### src/rtl/ascon_aead_sequencer.sv
// Ascon-128 AEAD encryption sequencer: owns the 320-bit state, walks
// init / AD / plaintext / finalisation, and drives an external permutation.
module ascon_aead_sequencer #(
  parameter logic [63:0] IV = 64'h80400c0600000000
) (
  input  logic         clk,
  input  logic         rst,
  input  logic         start,
  input  logic [127:0] key,
  input  logic [127:0] nonce,
  input  logic         ad_empty,
  input  logic         ad_valid,
  input  logic [63:0]  ad_data,
  input  logic         ad_last,
  output logic         ad_ready,
  input  logic         pt_valid,
  input  logic [63:0]  pt_data,
  input  logic         pt_last,
  output logic         pt_ready,
  output logic         ct_valid,
  output logic [63:0]  ct_data,
  output logic         tag_valid,
  output logic [127:0] tag,
  output logic         busy,
  output logic         perm_start,
  output logic [4:0]   perm_rounds,
  output logic [319:0] perm_state,
  input  logic [319:0] perm_out,
  input  logic         perm_done
);

  typedef enum logic [2:0] {
    IDLE, INIT, AD_WAIT, AD_PERM, PT_WAIT, PT_PERM, FINAL, DONE
  } state_t;

  state_t         state_q, state_d;
  logic [319:0]   s_q, s_d;
  logic           perm_start_q, perm_start_d;
  logic           ad_empty_q, ad_empty_d;
  logic           ad_last_q, ad_last_d;
  logic           ct_valid_q, ct_valid_d;
  logic [63:0]    ct_data_q, ct_data_d;
  logic           tag_valid_q, tag_valid_d;
  logic [127:0]   tag_q, tag_d;
  logic           perm_fire;
  logic           in_perm;

  // A permutation completes only when perm_done is seen while our request is up.
  assign perm_fire = perm_start_q && perm_done;
  assign in_perm   = (state_q == INIT) || (state_q == AD_PERM) ||
                     (state_q == PT_PERM) || (state_q == FINAL);

  always_comb begin
    state_d      = state_q;
    s_d          = s_q;
    ad_empty_d   = ad_empty_q;
    ad_last_d    = ad_last_q;
    ct_valid_d   = 1'b0;
    ct_data_d    = ct_data_q;
    tag_valid_d  = tag_valid_q;
    tag_d        = tag_q;
    perm_start_d = in_perm && !perm_fire;

    case (state_q)
      IDLE: begin
        if (start) begin
          s_d         = {IV, key, nonce};
          ad_empty_d  = ad_empty;
          tag_valid_d = 1'b0;
          state_d     = INIT;
        end
      end
      INIT: begin
        if (perm_fire) begin
          s_d = perm_out ^ {192'b0, key};
          if (ad_empty_q) begin
            s_d[0]  = ~s_d[0];
            state_d = PT_WAIT;
          end else begin
            state_d = AD_WAIT;
          end
        end
      end
      AD_WAIT: begin
        if (ad_valid) begin
          s_d[319:256] = s_q[319:256] ^ ad_data;
          ad_last_d    = ad_last;
          state_d      = AD_PERM;
        end
      end
      AD_PERM: begin
        if (perm_fire) begin
          s_d = perm_out;
          if (ad_last_q) begin
            s_d[0]  = ~s_d[0];
            state_d = PT_WAIT;
          end else begin
            state_d = AD_WAIT;
          end
        end
      end
      PT_WAIT: begin
        if (pt_valid) begin
          s_d[319:256] = s_q[319:256] ^ pt_data;
          ct_valid_d   = 1'b1;
          ct_data_d    = s_q[319:256] ^ pt_data;
          state_d      = pt_last ? FINAL : PT_PERM;
        end
      end
      PT_PERM: begin
        if (perm_fire) begin
          s_d     = perm_out;
          state_d = PT_WAIT;
        end
      end
      FINAL: begin
        // Entry cycle (request not yet raised) folds the key in before p12 sees S.
        if (!perm_start_q) begin
          s_d[255:128] = s_q[255:128] ^ key;
        end
        if (perm_fire) begin
          tag_d       = perm_out[127:0] ^ key;
          tag_valid_d = 1'b1;
          state_d     = DONE;
        end
      end
      DONE: begin
        state_d = IDLE;
      end
      default: begin
        state_d = IDLE;
      end
    endcase
  end

  always_ff @(posedge clk or negedge rst) begin
    if (!rst) begin
      state_q      <= IDLE;
      s_q          <= '0;
      perm_start_q <= 1'b0;
      ad_empty_q   <= 1'b0;
      ad_last_q    <= 1'b0;
      ct_valid_q   <= 1'b0;
      ct_data_q    <= '0;
      tag_valid_q  <= 1'b0;
      tag_q        <= '0;
    end else begin
      state_q      <= state_d;
      s_q          <= s_d;
      perm_start_q <= perm_start_d;
      ad_empty_q   <= ad_empty_d;
      ad_last_q    <= ad_last_d;
      ct_valid_q   <= ct_valid_d;
      ct_data_q    <= ct_data_d;
      tag_valid_q  <= tag_valid_d;
      tag_q        <= tag_d;
    end
  end

  assign ad_ready    = (state_q == AD_WAIT);
  assign pt_ready    = (state_q == PT_WAIT);
  assign busy        = (state_q != IDLE) && (state_q != DONE);
  assign ct_valid    = ct_valid_q;
  assign ct_data     = ct_data_q;
  assign tag_valid   = tag_valid_q;
  assign tag         = tag_q;
  assign perm_start  = perm_start_q;
  assign perm_state  = s_q;
  assign perm_rounds = !perm_start_q ? 5'd0 :
                       ((state_q == INIT) || (state_q == FINAL)) ? 5'd12 : 5'd6;

endmodule

### config.mk
export PLATFORM = sky130hd
export DESIGN_NAME = ascon_aead_sequencer
export DESIGN_NICKNAME = d
export VERILOG_FILES = /design/src/rtl/ascon_aead_sequencer.sv
export SDC_FILE = /design/constraint.sdc
export NUM_CORES = 1
export LEC_CHECK = 0
export BUFFER_PORTS_ARGS = -buffer_cell sky130_fd_sc_hd__buf_2
export CAP_MARGIN = 0
export CORE_AREA = 2 2 487 489
export CTS_BUF_LIST = sky130_fd_sc_hd__clkbuf_16
export CTS_CLUSTER_SIZE = 10
export DETAILED_ROUTE_END_ITERATION = 6
export DIE_AREA = 0 0 489 491
export GPL_TIMING_DRIVEN = 0
export PLACE_DENSITY = 0.31
export SLEW_MARGIN = 20
export SYNTH_ARGS = -nofsm -noshare
export SYNTH_HDL_FRONTEND = slang
export SYNTH_SLANG_ARGS = --single-unit
### constraint.sdc
create_clock -name clk -period 4.65 [get_ports clk]
set_input_delay 0.93 -clock clk [delete_from_list [all_inputs] [get_ports clk]]
set_output_delay 0.93 -clock clk [all_outputs]
set_load 0.01 [all_outputs]
Word level (Yosys, flattened, before mapping)
Index checks and enable logic that the tools add are counted.
Operators by class
  eq/ne operators: 16
  mux-type cells: 30
  bitwise gates (word level): 7
  reductions and logical operators: 23
Operator list (count)
  $mux 320: 4
  $pmux 128 s5: 1
  $pmux 128 s4: 1
  $pmux 64 s6: 1
  $xor 320x128->320: 1
  $xor 128x128->128: 2
  $mux 128: 1
  $mux 64: 2
  $xor 64x64->64: 2
  $mux 3: 9
  $pmux 3 s8: 1
  $ne 2x2->1 const B: 8
  $reduce_and 7->1: 2
  $eq 3x3->1 const B: 4
  $mux 4: 2
  $reduce_and 2->1: 4
  $eq 3x2->1 const B: 2
  $mux 1: 6
  $reduce_and 6->1: 1
  $reduce_bool 6->1: 1
  $reduce_and 5->1: 1
  $reduce_bool 5->1: 1
  $logic_or 1x1->1: 4
  $reduce_bool 4->1: 1
  11 further kinds: 14
Word-level totals
  register bits after elaboration: 520
  input bits: 713
  output and inout bits: 523

Depth between registers and ports, before layout
  word-level depth: 5
  depth in mapped cells: 10

Worst setup path after synthesis
OpenSTA, ideal clock, no wires.
  path type: reg-to-output
  from: register state_q[2]
  to: output port perm_rounds[1]
  data arrival time: 1531 ps
  path slack: 2189 ps
  stages on the path, launching flop included: 6
  buffers on the path: 3
  cells stage by stage: dfrtp_1 -> buf_2 -> buf_1 -> buf_2 -> nor2_1 -> nor3b_1
Between the ends
  word-level cells in the longest chain between the ends: 4
  elaborated cells between the ends (all ways): 5
  classes of those cells: eq/ne: 2; mux: 2; reduce/logical: 1
Ends and longest elaborated chain
  from (decl): line 36  | state_t state_q, state_d;
  from (signal assigned): line 148  | state_q <= state_d;
  $eq 3x1->1 or $eq 3x3->1 (tied branches): line 170  | ((state_q == INIT) || (state_q == FINAL)) ? 5'd12 : 5'd6;
  $logic_or 1x1->1 (*): line 170
  $mux 4 (*): line 170
  $mux 4 (*): line 169  | assign perm_rounds = !perm_start_q ? 5'd0 :
  to (decl): line 26  | output logic [4:0] perm_rounds,
Every way passes the cells marked *; elsewhere a longest branch is shown, timed or not.

Final worst setup path
  from: register state_q[0]
  to: output port busy
Between the ends
  word-level cells in the longest chain between the ends: 2
  elaborated cells between the ends (all ways): 3
  classes of those cells: eq/ne: 1; reduce/logical: 2
Ends and longest elaborated chain
  $ne 3x3->1 or $reduce_bool 3->1 (tied branches): line 162  | assign busy = (state_q != IDLE) && (state_q != DONE);
  $logic_and 1x1->1 (*): line 162
  to (decl): line 24  | output logic busy,
Marks and branches as above.

==> flow_metrics.env <==
export IMPL_status="complete, no violations"
export IMPL_netlist_top_cells_area="dfrtp_1 (43%), nand2_1 (11%), xnor2_1 (8.8%)"
export IMPL_crit_fanout=10
export IMPL_die_area_sq_um=240000
export IMPL_synthXorXnorAreaFrac_pct=9.47
export IMPL_clockRootBuffer="clkbuf_16"
export IMPL_fin_area_sq_um=43100
export IMPL_slew_viol_final=0
export IMPL_hpwlAfterDp_um=190000
export IMPL_yosysUniqueCellTypes=48
export IMPL_synth_simple_area_share_pct=14.8
export IMPL_grt_overflow=0
export IMPL_synth_edf_count=0
export IMPL_vias=33300
export IMPL_row_count=178
export IMPL_cts_made_buffers=80
export IMPL_cts_hold_fix_buffers=0
export IMPL_grt_pass1_wl_um=309000
export IMPL_cts_sinks=520
export IMPL_ir_worst_vdd_uv=292
export IMPL_ant_nets=0
export IMPL_post_route_period_util_pct=91.2
export IMPL_muxShareOfSynthArea_pct=5.08
export IMPL_post_route_drc_count=0
export IMPL_ioPinCount=1236
export IMPL_drive_gt1_share_pct=31.5
export IMPL_end_kind="output port"
export IMPL_final_setup_skew_ps=25.6
export IMPL_synth_top_family_by_area="compound AO/OA/AOI/OAI gates"
export IMPL_fmax_mhz=236
export IMPL_synth_compound_area_share_pct=22.0
export IMPL_syn_inst=3438
export IMPL_worst_slew_pin_slew_ps=1050
export IMPL_ys_flop_type="dfrtp_1"
export IMPL_power_density_nw_per_um2=745
export IMPL_cp_data_required_time_ps=3720
export IMPL_max_slew_margin_rel_pct=30.2
export IMPL_portBuffers=1233
export IMPL_cts_setup_buffers=0
export IMPL_grt_max_degree=80
export IMPL_clk_transition_reported_paths_ps=60
export IMPL_grtUsageTotal_pct=18.7
export IMPL_synth_area_leader_cell="dfrtp_1"
export IMPL_synth_most_common_cell="nand2_1"
export IMPL_insertion_delay_ps=730
export IMPL_syn2layout_area_growth_pct=43.3
export IMPL_antenna_found_initial=133
export IMPL_drt_wl_total_um=232000
export IMPL_setup_viol=0
export IMPL_drv_cap=0
export IMPL_synth_common_cells="nand2_1 (866), dfrtp_1 (520), o21ai_0 (365), xnor2_1 (302), o22ai_1 (149)"
export IMPL_cts_max_level=3
export IMPL_clock_path_buffers=3
export IMPL_dpl_cell_area_sq_um=40500
export IMPL_chipHeight_um=491
export IMPL_hold_viol_final=0
export IMPL_hold_class="in2async"
export IMPL_detail_route_wl_per_cell_um=28.9
export IMPL_finalNetCount=5479
export IMPL_dr_first_iter_drc_count=1986
export IMPL_yosys_area_share_adder_pct=0
export IMPL_fin_util_pct=18.4
export IMPL_worstSetupStartpointType="register"
export IMPL_die_w_um=489
export IMPL_p_leak_nw=19.7
export IMPL_crit_arrival_ps=3310
export IMPL_syn_area_per_cell_sq_um=8.75
export IMPL_dr_pass1_iters=5
export IMPL_min_period_ps=4240
export IMPL_rsz0062_at_grt="no"
export IMPL_synth_warning_count=0
export IMPL_synthArstFlopShare_pct=100
export IMPL_synth_top_cell_area_share_pct=43.3
export IMPL_grt_pass1_vias=34300
export IMPL_viasPerCell=4.15
export IMPL_ys_seq_area_share_pct=43.3
export IMPL_globalplace_congestion=0.860
export IMPL_syn_cell_area_sq_um=30100
export IMPL_cts_tree="done"
export IMPL_synth_seq_cells=520
export IMPL_start_util_pct=12.8
export IMPL_cts_resized=0
export IMPL_path_class="reg2out"
export IMPL_coreArea_sq_um=235000
power breakdown:
group          switching (mW)  total [mW]  internal, mW
clock                    2.72        6.03          3.31
sequential               1.66        8.42          6.76
combinational            11.6        17.7          6.07
total                    16.0        32.1          16.1
stage by stage:
step | total power, mW | setup slack, ps | hold slack (ps) | setup TNS [ps] | std cells
2_1_floorplan | 17.2 | 2190 | 514 | 0 | 3439
4_1_cts | 32.9 | 249 | 29.9 | 0 | 7978
3_5_place_dp | 26.5 | 626 | 466 | 0 | 7834
5_1_grt | 34.6 | 160 | 82.4 | 0 | 7999
6_report | 32.1 | 407 | 102 | 0 | 8022
3_3_place_gp | 26.3 | -11240 | 458 | -5733780 | 7822
layout by cell type (no fill, tap or decap), types with 17 or more instances in the layout:
cell type and n:
buf_2 1338, nand2_1 866, dfrtp_1 520, o21ai_0 365, xnor2_1 302, o22ai_1 149, and3_1 131, mux2i_1 130
o211ai_1 129, o221ai_1 127, clkbuf_1 122, clkbuf_16 80, inv_1 74, nor2_1 66, a22o_1 61, a32oi_1 57
a21oi_1 54, diode_2 44, o21ai_1 40, xor2_1 23, buf_6 21, mux2_2 20, a22oi_1 19, clkinv_1 19
buf_1 18, clkinv_2 17
worst max-delay path: stages, from the launching register on:
cell,delay (ps)
dfrtp_1,460
buf_2,250
buf_2,400
buf_2,320
buf_1,690
and3_1,270
nor2_1,50
buf_2,160
cell families after synthesis:
family / count (synthesis)
AND/OR/NAND/NOR: 1085
AO/OA/AOI/OAI: 1015
flip-flops: 520
buffers and inverters: 342
XOR/XNOR: 325
multiplexers: 150
other: 1
final cells by class:
type / count / area, sq um
Fill cell: 26800 / 191000
Multi-Input combinational cell: 2577 / 15500
Sequential cell: 520 / 13000
Timing Repair Buffer: 1245 / 6490
Tap cell: 3150 / 3940
Clock buffer: 80 / 2000
Buffer: 282 / 1390
Clock inverter: 64 / 459
Inverter: 60 / 225
Antenna cell: 44 / 110
metal layers:
| metal | vias up | GRT usage [%] | wire length [um] | share of wire (%) |
|---|---|---|---|---|
| met3 | 328 | 6.95 | 23000 | 9.9 |
| met4 | 60 | 5.82 | 6500 | 2.8 |
| met5 | - | 0 | 366 | 0.16 |
| met1 | 16600 | 21.9 | 92000 | 40 |
| li1 | 15000 | - | - | - |
| met2 | 1362 | 31.3 | 110000 | 47 |
flip-flops by register name (all words and copies together), names as in the netlist:
| signal | count |
|---|---|
| ad_empty_q | 1 |
| ad_last_q | 1 |
| ct_data | 64 |
| ct_valid | 1 |
| perm_start | 1 |
| perm_state | 320 |
| state_q | 3 |
| tag | 128 |
| tag_valid | 1 |
worst paths after layout:
check	from	end	slack (ps)	cells past startpoint
max	state_q[0]	busy	410	7
min	rst	ct_data[2]	100	1
max reg2reg	state_q[1]	perm_state[28]	1400	9
min reg2reg	tag[55]	tag[55]	470	2
max in group asynchronous	rst	perm_state[200]	2760	4
min in group clk	perm_out[139]	perm_state[139]	430	3
Power figures use the tool's default switching activity.
